==> config.mk <==
export PLATFORM = sky130hd
export DESIGN_NAME = mcse_ahb_payload_sub_flat
export DESIGN_NICKNAME = d
export VERILOG_FILES = /design/src/rtl/mcse_ahb_payload_sub_pkg.sv /design/src/rtl/mcse_ahb_payload_sub_if.sv /design/src/rtl/mcse_ahb_payload_sub_store.sv /design/src/rtl/mcse_ahb_payload_sub.sv /design/src/flat_wrapper.sv
export SDC_FILE = /design/constraint.sdc
export NUM_CORES = 2
export LEC_CHECK = 0
export BUFFER_PORTS_ARGS = -buffer_cell sky130_fd_sc_hd__buf_4
export CORE_MARGIN = 2
export CORE_UTILIZATION = 45
export CTS_CLUSTER_DIAMETER = 80
export DETAILED_ROUTE_END_ITERATION = 10
export GPL_TIMING_DRIVEN = 0
export PLACE_DENSITY = 0.62
export SETUP_SLACK_MARGIN = 0.1
export SYNTH_ARGS = -nofsm -noshare
export SYNTH_HDL_FRONTEND = slang
export SYNTH_SLANG_ARGS = --single-unit
==> constraint.sdc <==
create_clock -name clk -period 2.4 [get_ports clk]
set_input_delay 0.12 -clock clk [delete_from_list [all_inputs] [get_ports clk]]
set_output_delay 0.12 -clock clk [all_outputs]
set_load 0.05 [all_outputs]
==> src/rtl/mcse_ahb_payload_sub_pkg.sv <==
// Shared types and constants for the MCSE AHB-Lite payload subordinate.
package mcse_ahb_pkg;

   typedef enum logic [1:0] {
      IDLE   = 2'b00,
      BUSY   = 2'b01,
      NONSEQ = 2'b10,
      SEQ    = 2'b11
   } htrans_e;

   localparam logic [1:0] HRESP_OKAY  = 2'b00;
   localparam logic [1:0] HRESP_ERROR = 2'b01;

   localparam logic [2:0] HSIZE_WORD  = 3'b010;

   // Data-phase state of the subordinate
   typedef enum logic [1:0] {
      S_IDLE,
      S_DATA,
      S_ERR1,
      S_ERR2
   } sub_state_e;

endpackage

==> src/rtl/mcse_ahb_payload_sub_if.sv <==
// AHB-Lite bus bundle between the MCSE bus-requester port and the payload subordinate.
interface mcse_ahb_payload_sub_if #(
   parameter int pAHB_DATA_WIDTH  = 32,
   parameter int pAHB_ADDR_WIDTH  = 32,
   parameter int pAHB_HRESP_WIDTH = 2
);
   logic                        I_hsel;
   logic [pAHB_ADDR_WIDTH-1:0]  I_haddr;
   logic [1:0]                  I_htrans;
   logic                        I_hwrite;
   logic [2:0]                  I_hsize;
   logic [2:0]                  I_hburst;
   logic                        I_hready;
   logic [pAHB_DATA_WIDTH-1:0]  I_hwdata;
   logic [pAHB_DATA_WIDTH-1:0]  O_hrdata;
   logic                        O_hreadyout;
   logic [pAHB_HRESP_WIDTH-1:0] O_hresp;

   modport slave (
      input  I_hsel, I_haddr, I_htrans, I_hwrite, I_hsize, I_hburst, I_hready, I_hwdata,
      output O_hrdata, O_hreadyout, O_hresp
   );

   modport master (
      output I_hsel, I_haddr, I_htrans, I_hwrite, I_hsize, I_hburst, I_hready, I_hwdata,
      input  O_hrdata, O_hreadyout, O_hresp
   );
endinterface

==> src/rtl/mcse_ahb_payload_sub_store.sv <==
// Payload slot storage: NUM_SLOTS x WORDS x DATA_W words, a pending mask that is
// set when the last word of a slot is written, lowest-index presentation and
// a valid/ack handshake toward local logic.
module mcse_payload_store #(
   parameter int DATA_W    = 32,
   parameter int WORDS     = 8,
   parameter int NUM_SLOTS = 4
) (
   input  logic                         clk,
   input  logic                         rst_n,
   input  logic                         wr_en,
   input  logic [$clog2(NUM_SLOTS)-1:0] wr_slot,
   input  logic [$clog2(WORDS)-1:0]     wr_word,
   input  logic [DATA_W-1:0]            wr_data,
   input  logic [$clog2(NUM_SLOTS)-1:0] rd_slot,
   input  logic [$clog2(WORDS)-1:0]     rd_word,
   output logic [DATA_W-1:0]            rd_data,
   output logic [NUM_SLOTS-1:0]         pending,
   input  logic                         ack,
   output logic                         payload_valid,
   output logic [$clog2(NUM_SLOTS)-1:0] payload_slot,
   output logic [WORDS*DATA_W-1:0]      payload_data
);
   localparam int SW = $clog2(NUM_SLOTS);
   localparam int WW = $clog2(WORDS);

   logic [DATA_W-1:0]    mem [NUM_SLOTS][WORDS];
   logic [NUM_SLOTS-1:0] pending_q;
   logic [NUM_SLOTS-1:0] pending_d;
   logic [SW-1:0]        sel_slot;

   // Slot word storage; cleared on reset so an aborted burst leaves nothing behind
   always_ff @(posedge clk or negedge rst_n) begin
      if (!rst_n) begin
         for (int s = 0; s < NUM_SLOTS; s++) begin
            for (int w = 0; w < WORDS; w++) begin
               mem[s][w] <= '0;
            end
         end
      end else if (wr_en) begin
         mem[wr_slot][wr_word] <= wr_data;
      end
   end

   // Lowest pending index wins presentation
   always_comb begin
      sel_slot = '0;
      for (int i = NUM_SLOTS - 1; i >= 0; i--) begin
         if (pending_q[i]) sel_slot = SW'(i);
      end
   end

   // Ack retires the presented slot; completion of another slot in the same cycle also lands
   always_comb begin
      pending_d = pending_q;
      if (ack && (|pending_q)) pending_d[sel_slot] = 1'b0;
      if (wr_en && (wr_word == WW'(WORDS - 1))) pending_d[wr_slot] = 1'b1;
   end

   // Pending mask register
   always_ff @(posedge clk or negedge rst_n) begin
      if (!rst_n) pending_q <= '0;
      else        pending_q <= pending_d;
   end

   // Flatten the presented slot, word 0 in the least significant bits
   always_comb begin
      payload_data = '0;
      for (int w = 0; w < WORDS; w++) begin
         payload_data[w*DATA_W +: DATA_W] = mem[sel_slot][w];
      end
   end

   assign rd_data       = mem[rd_slot][rd_word];
   assign pending       = pending_q;
   assign payload_valid = |pending_q;
   assign payload_slot  = sel_slot;

endmodule

==> src/rtl/mcse_ahb_payload_sub.sv <==
// MCSE system-side mailbox: AHB-Lite subordinate that assembles word writes into
// payload slots and serves word reads of any slot.
// Optional build macro MCSE_AHB_SUB_RDWAIT_EN: each read data phase takes one wait
// state so the slot storage can be mapped onto a synchronous RAM.
module mcse_ahb_payload_sub
   import mcse_ahb_pkg::*;
#(
   parameter int                   pAHB_DATA_WIDTH    = 32,
   parameter int                   pAHB_ADDR_WIDTH    = 32,
   parameter int                   pAHB_HRESP_WIDTH   = 2,
   parameter int                   pPAYLOAD_SIZE_BITS = 256,
   parameter int                   NUM_SLOTS          = 4,
   parameter logic [pAHB_ADDR_WIDTH-1:0] BASE_ADDR    = 32'h4000_0000
) (
   input  logic                           clk,
   input  logic                           rst_n,
   mcse_ahb_payload_sub_if.slave          bus,
   output logic                           O_payload_valid,
   output logic [$clog2(NUM_SLOTS)-1:0]   O_payload_slot,
   output logic [pPAYLOAD_SIZE_BITS-1:0]  O_payload_data,
   input  logic                           I_payload_ack
);
   localparam int WORDS    = pPAYLOAD_SIZE_BITS / pAHB_DATA_WIDTH;
   localparam int WW       = $clog2(WORDS);
   localparam int SW       = $clog2(NUM_SLOTS);
   localparam int SLOT_LSB = $clog2(pPAYLOAD_SIZE_BITS / 8);
   localparam logic [pAHB_ADDR_WIDTH-1:0] WIN_BYTES =
      pAHB_ADDR_WIDTH'(NUM_SLOTS * (pPAYLOAD_SIZE_BITS / 8));

   sub_state_e                 state_q, state_d;
   logic                       dp_write_p1;
   logic [SW-1:0]              dp_slot_p1;
   logic [WW-1:0]              dp_word_p1;
   logic [pAHB_DATA_WIDTH-1:0] hrdata_p1;

   logic [pAHB_ADDR_WIDTH-1:0] offset;
   logic [SW-1:0]              a_slot;
   logic [WW-1:0]              a_word;
   logic                       addr_acc, addr_take, a_err, a_read_ok;
   logic                       in_win, completing_same;
   logic                       wr_commit, fwd_hit, rd_stall, hreadyout;
   logic [pAHB_DATA_WIDTH-1:0] rd_data;
   logic [NUM_SLOTS-1:0]       pending;
   logic                       unused_burst;

   // Address-phase decode
   assign offset    = bus.I_haddr - BASE_ADDR;
   assign a_slot    = offset[SLOT_LSB +: SW];
   assign a_word    = offset[2 +: WW];
   assign in_win    = offset < WIN_BYTES;
   assign addr_acc  = bus.I_hsel && bus.I_hready &&
                      ((bus.I_htrans == NONSEQ) || (bus.I_htrans == SEQ));
   assign addr_take = addr_acc && hreadyout;

   // A write data phase that finishes a slot this cycle makes that slot pending already
   assign wr_commit       = (state_q == S_DATA) && dp_write_p1;
   assign completing_same = wr_commit && (dp_word_p1 == WW'(WORDS - 1)) && (dp_slot_p1 == a_slot);
   assign a_err           = !in_win || (bus.I_haddr[1:0] != 2'b00) || (bus.I_hsize != HSIZE_WORD) ||
                            (bus.I_hwrite && (pending[a_slot] || completing_same));
   assign a_read_ok       = addr_take && !a_err && !bus.I_hwrite;
   assign fwd_hit         = wr_commit && (dp_slot_p1 == a_slot) && (dp_word_p1 == a_word);

`ifdef MCSE_AHB_SUB_RDWAIT_EN
   logic rd_wait_p1;

   // First cycle of every read data phase is a wait state
   always_ff @(posedge clk or negedge rst_n) begin
      if (!rst_n) rd_wait_p1 <= 1'b0;
      else        rd_wait_p1 <= a_read_ok;
   end

   assign rd_stall = (state_q == S_DATA) && !dp_write_p1 && rd_wait_p1;
`else
   assign rd_stall = 1'b0;
`endif

   assign hreadyout = (state_q != S_ERR1) && !rd_stall;

   // Data-phase state register
   always_ff @(posedge clk or negedge rst_n) begin
      if (!rst_n) state_q <= S_IDLE;
      else        state_q <= state_d;
   end

   // Next data-phase state: errors run ERR1 then ERR2, stalls hold DATA
   always_comb begin
      state_d = S_IDLE;
      if (state_q == S_ERR1)  state_d = S_ERR2;
      else if (rd_stall)      state_d = S_DATA;
      else if (addr_take)     state_d = a_err ? S_ERR1 : S_DATA;
   end

   // Capture the accepted beat for its data phase
   always_ff @(posedge clk or negedge rst_n) begin
      if (!rst_n) begin
         dp_write_p1 <= 1'b0;
         dp_slot_p1  <= '0;
         dp_word_p1  <= '0;
      end else if (addr_take) begin
         dp_write_p1 <= bus.I_hwrite;
         dp_slot_p1  <= a_slot;
         dp_word_p1  <= a_word;
      end
   end

   // Read data registered at the address phase; a concurrent write to the same word is forwarded
   always_ff @(posedge clk or negedge rst_n) begin
      if (!rst_n)         hrdata_p1 <= '0;
      else if (a_read_ok) hrdata_p1 <= fwd_hit ? bus.I_hwdata : rd_data;
   end

   mcse_payload_store #(
      .DATA_W    (pAHB_DATA_WIDTH),
      .WORDS     (WORDS),
      .NUM_SLOTS (NUM_SLOTS)
   ) u_store (
      .clk           (clk),
      .rst_n         (rst_n),
      .wr_en         (wr_commit),
      .wr_slot       (dp_slot_p1),
      .wr_word       (dp_word_p1),
      .wr_data       (bus.I_hwdata),
      .rd_slot       (a_slot),
      .rd_word       (a_word),
      .rd_data       (rd_data),
      .pending       (pending),
      .ack           (I_payload_ack),
      .payload_valid (O_payload_valid),
      .payload_slot  (O_payload_slot),
      .payload_data  (O_payload_data)
   );

   assign bus.O_hrdata    = hrdata_p1;
   assign bus.O_hreadyout = hreadyout;
   assign bus.O_hresp     = ((state_q == S_ERR1) || (state_q == S_ERR2)) ?
                            pAHB_HRESP_WIDTH'(HRESP_ERROR) : pAHB_HRESP_WIDTH'(HRESP_OKAY);

   // Bursts are decoded beat by beat, so the burst type carries no information here
   assign unused_burst = ^bus.I_hburst;

endmodule

==> src/flat_wrapper.sv <==
// flat-port wrapper written by rule: the top's interface ports become plain ports
module mcse_ahb_payload_sub_flat import mcse_ahb_pkg::*;
#(
   parameter int                   pAHB_DATA_WIDTH    = 32,
   parameter int                   pAHB_ADDR_WIDTH    = 32,
   parameter int                   pAHB_HRESP_WIDTH   = 2,
   parameter int                   pPAYLOAD_SIZE_BITS = 256,
   parameter int                   NUM_SLOTS          = 4,
   parameter logic [pAHB_ADDR_WIDTH-1:0] BASE_ADDR    = 32'h4000_0000
)
  (clk, rst_n, O_payload_valid, O_payload_slot, O_payload_data, I_payload_ack, bus_I_hsel, bus_I_haddr, bus_I_htrans, bus_I_hwrite, bus_I_hsize, bus_I_hburst, bus_I_hready, bus_I_hwdata, bus_O_hrdata, bus_O_hreadyout, bus_O_hresp);
  mcse_ahb_payload_sub_if #(.pAHB_DATA_WIDTH(pAHB_DATA_WIDTH), .pAHB_ADDR_WIDTH(pAHB_ADDR_WIDTH), .pAHB_HRESP_WIDTH(pAHB_HRESP_WIDTH)) bus_i ();
  input  logic clk;
  input  logic rst_n;
  output logic O_payload_valid;
  output logic [$clog2(NUM_SLOTS)-1:0] O_payload_slot;
  output logic [pPAYLOAD_SIZE_BITS-1:0] O_payload_data;
  input  logic I_payload_ack;
  input wire logic [$bits(bus_i.I_hsel)-1:0] bus_I_hsel;
  input wire logic [$bits(bus_i.I_haddr)-1:0] bus_I_haddr;
  input wire logic [$bits(bus_i.I_htrans)-1:0] bus_I_htrans;
  input wire logic [$bits(bus_i.I_hwrite)-1:0] bus_I_hwrite;
  input wire logic [$bits(bus_i.I_hsize)-1:0] bus_I_hsize;
  input wire logic [$bits(bus_i.I_hburst)-1:0] bus_I_hburst;
  input wire logic [$bits(bus_i.I_hready)-1:0] bus_I_hready;
  input wire logic [$bits(bus_i.I_hwdata)-1:0] bus_I_hwdata;
  output wire logic [$bits(bus_i.O_hrdata)-1:0] bus_O_hrdata;
  output wire logic [$bits(bus_i.O_hreadyout)-1:0] bus_O_hreadyout;
  output wire logic [$bits(bus_i.O_hresp)-1:0] bus_O_hresp;
  assign bus_i.I_hsel = bus_I_hsel;
  assign bus_i.I_haddr = bus_I_haddr;
  assign bus_i.I_htrans = bus_I_htrans;
  assign bus_i.I_hwrite = bus_I_hwrite;
  assign bus_i.I_hsize = bus_I_hsize;
  assign bus_i.I_hburst = bus_I_hburst;
  assign bus_i.I_hready = bus_I_hready;
  assign bus_i.I_hwdata = bus_I_hwdata;
  assign bus_O_hrdata = bus_i.O_hrdata;
  assign bus_O_hreadyout = bus_i.O_hreadyout;
  assign bus_O_hresp = bus_i.O_hresp;
  mcse_ahb_payload_sub #(.pAHB_DATA_WIDTH(pAHB_DATA_WIDTH), .pAHB_ADDR_WIDTH(pAHB_ADDR_WIDTH), .pAHB_HRESP_WIDTH(pAHB_HRESP_WIDTH), .pPAYLOAD_SIZE_BITS(pPAYLOAD_SIZE_BITS), .NUM_SLOTS(NUM_SLOTS), .BASE_ADDR(BASE_ADDR)) u_core (.clk(clk), .rst_n(rst_n), .bus(bus_i), .O_payload_valid(O_payload_valid), .O_payload_slot(O_payload_slot), .O_payload_data(O_payload_data), .I_payload_ack(I_payload_ack));
endmodule
==> out/results.ini <==
[run_status]
outcome=finished, violations left
violations=negative hold slack, max-capacitance violations, max-slew violations, negative setup slack

[timing]
maxSlewViolCount=10
grt_setup_unrepaired=true
hold_slack_ns=-0.0195
setup_violations=1023
fin_setup_tns_ns=-279.46
timing.fmax_mhz=333
finalCritPeriodShare_pct=125
skew_ns=0.0376
fin_ws_ns=-0.601
hold_viol_final=4
tightest_slew_ns=1.50
period_minus_slack_ns=3.00
relSlewSlack_pct=-0.0696

[final_layout]
syn_to_final_growth_pct=30.9
register_area_um2=26700
multi_input_area_um2=28800
drive_above_1_share_pct=56.3
filler_cell_count=9634
final_nets=4758

[global_route]
grt_max_degree=174
antenna_found_initial=9
grt_pass1_vias=42700
overflow=0
track_usage_pct=41.0
grt_pass1_wl_mm=351

[route]
top_layer=met5
m1WireLength_mm=94.6
vias=44800
drc=0
drtAntennaViolNets=0
first_pass_iters=8
wl_met3_mm=39.1
wl_per_cell_um=41.5
drt_iter0_drc=6936
via_per_inst=7.00
wl_met2_mm=109
wl_mm=266

[flow_run]
maxCapViolCount=1

[floorplanning]
die_y_um=353
rows=128
die_w_um=353
core_um2=121000
start_util_pct=45.2
ioPinCount=372
dieArea_um2=125000

[synth]
synth.largest_area_cell=dfrtp_1
ys_warn_count=0
synth_edf_count=0
netlist_area_um2=54800
synthTopCellsByArea=dfrtp_1 (49%), mux2_2 (20%), mux4_2 (11%)
synth_cells=4032
yosys_most_used_dff=dfrtp_1
synth-async-reset-ratio_pct=100
synth_top_area_share_pct=48.7
synth_most_common_cell=dfrtp_1
synth_commonest_cells=dfrtp_1 (1068), mux2_2 (990), mux2i_1 (333)
syn_avg_cell_area_um2=13.6
synth_cell_types=54
yosysSeqAreaShare_pct=48.7
synth-seq-cells=1068
syn-num-nets=4110

[clock_network]
path_clk_slew_ns=0.06
cts_tree=done
clock_latency_ns=0.76
clock_sinks=1068
cts_buffers=119
clk_root_buffer_cell=clkbuf_16
h-tree-depth=3
cts.path.max_buffers=3

[critical_path]
cp-end-kind=output pin
slowest_stage=dfrtp_1
max_stage_delay_ns=0.43
path_cells=nor2b_4 > nor2_4 > nor2_4 > buf_12 > clkbuf_16 > buf_8 > mux2i_1 > o21ai_2 > buf_6
path_max_fanout=10
cp_data_required_time_ns=2.28
worstPathArrival_ns=2.88
crit_top_cell=nor2_4
cp-start-kind=register
criticalPathCategory=reg -> out

[place]
io_buffers=363
pre_cts_ws_ns=-1.60
place.gp.congestion=0.987
dp_hpwl_mm=168

[power]
power.leakage_nw=30.7
vdd_drop_max_uv=1450
power_mw=99.5
powerDensity_nw_per_um2=1390

[worst_hold_path]
min_path_type=in -> async

[critical path: cells and delay by family, from the launching register on]
kind	cells	cell delay, ns
buffers and inverters	4	0.80
flip-flops	1	0.43
AND/OR/NAND/NOR	3	0.38
AO/OA/AOI/OAI	1	0.36
multiplexers	1	0.14
[state kept, by name, indices dropped and copies added, names as in the netlist]
| register | flops |
|---|---|
| u_core.u_store.mem | 1024 |
| u_core.bus.O_hrdata | 32 |
| u_core.u_store.pending | 4 |
| u_core.dp_word_p1 | 3 |
| u_core.dp_slot_p1 | 2 |
| u_core.state_q | 2 |
| u_core.dp_write_p1 | 1 |
[timing repair]
item,CTS,global route
setup buffers,47,41
endpoints found under the hold margin,207,0
cloned,19,15
resized for setup,1109,619
pin swaps,45,66
setup endpoints to repair,1301,1551
hold buffers,39,0
[layout by cell type, fill, tap and decap left out, drive strengths merged, types with 13 or more instances in the layout]
cell	Yosys	layout
mux2	1014	1014
nor2	35	35
mux4	264	264
nand2	115	115
a21oi	20	20
nor2b	13	13
buf	180	664
a221oi	30	30
a22oi	266	266
mux2i	333	333
nand3	24	24
dlygate4sd3	0	39
dfrtp	1068	1068
o21ai	324	324
clkbuf	243	415
clkinv	0	25
[worst paths after layout]
check | slack, ns | end | depth (start not counted) | from
min in group clk | 0.07 | u_core.dp_write_p1 | 6 | bus_I_hsel
max in group asynchronous | 0.27 | u_core.u_store.mem[844] | 4 | rst_n
setup / recovery | -0.60 | O_payload_data[68] | 9 | u_core.u_store.pending[3]
setup reg to reg | -0.41 | u_core.u_store.mem[661] | 6 | u_core.state_q[1]
hold reg to reg | 0.49 | u_core.bus.O_hrdata[19] | 2 | u_core.bus.O_hrdata[19]
hold / removal | -0.02 | u_core.bus.O_hrdata[0] | 2 | rst_n
[cell type report]
type / instances / area share [%]
sequential: 1068 / 37.3
multi-input combinational: 2536 / 40.2
timing repair buffer: 529 / 8.43
buffer: 421 / 5.75
clock inverter: 39 / 0.673
clock buffer: 178 / 4.82
inverter: 5 / 0.0314
tap: 1625 / 2.83
antenna: 5 / 0.0174
[per-layer routing]
layer | vias to the layer above | track usage, %
li1 | 16700 | -
met1 | 23400 | 52.0
met2 | 3732 | 56.4
met3 | 1028 | 17.3
met4 | 17 | 28.3
met5 | - | 1.21
[report_power, final]
group          switching (mW)  leakage, nW  internal [mW]  total, mW
combinational            30.6         15.2           21.2       51.9
clock                    8.02         1.95           10.9       18.9
sequential               5.06         13.6           23.7       28.7
total                    43.7         30.7           55.8       99.5
[metrics by stage]
step	std cells	cell area [um^2]	utilization, %
finish	6406	71800	59.1
global route	6403	71700	59.1
CTS	6351	68900	56.8
detailed placement	6030	59900	49.3
global placement	6020	59600	49.1
floorplan	4032	54800	-
[logic make-up after synthesis]
family                 Yosys count  share of synthesized area [%]
AND/OR/NAND/NOR                239                           2.02
other                            1                        0.00684
XOR/XNOR                         5                         0.0799
flip-flops                    1068                           48.7
AO/OA/AOI/OAI                  680                           7.89
buffers and inverters          428                           3.52
multiplexers                  1611                           37.7
(Power assumes the default switching activity.)
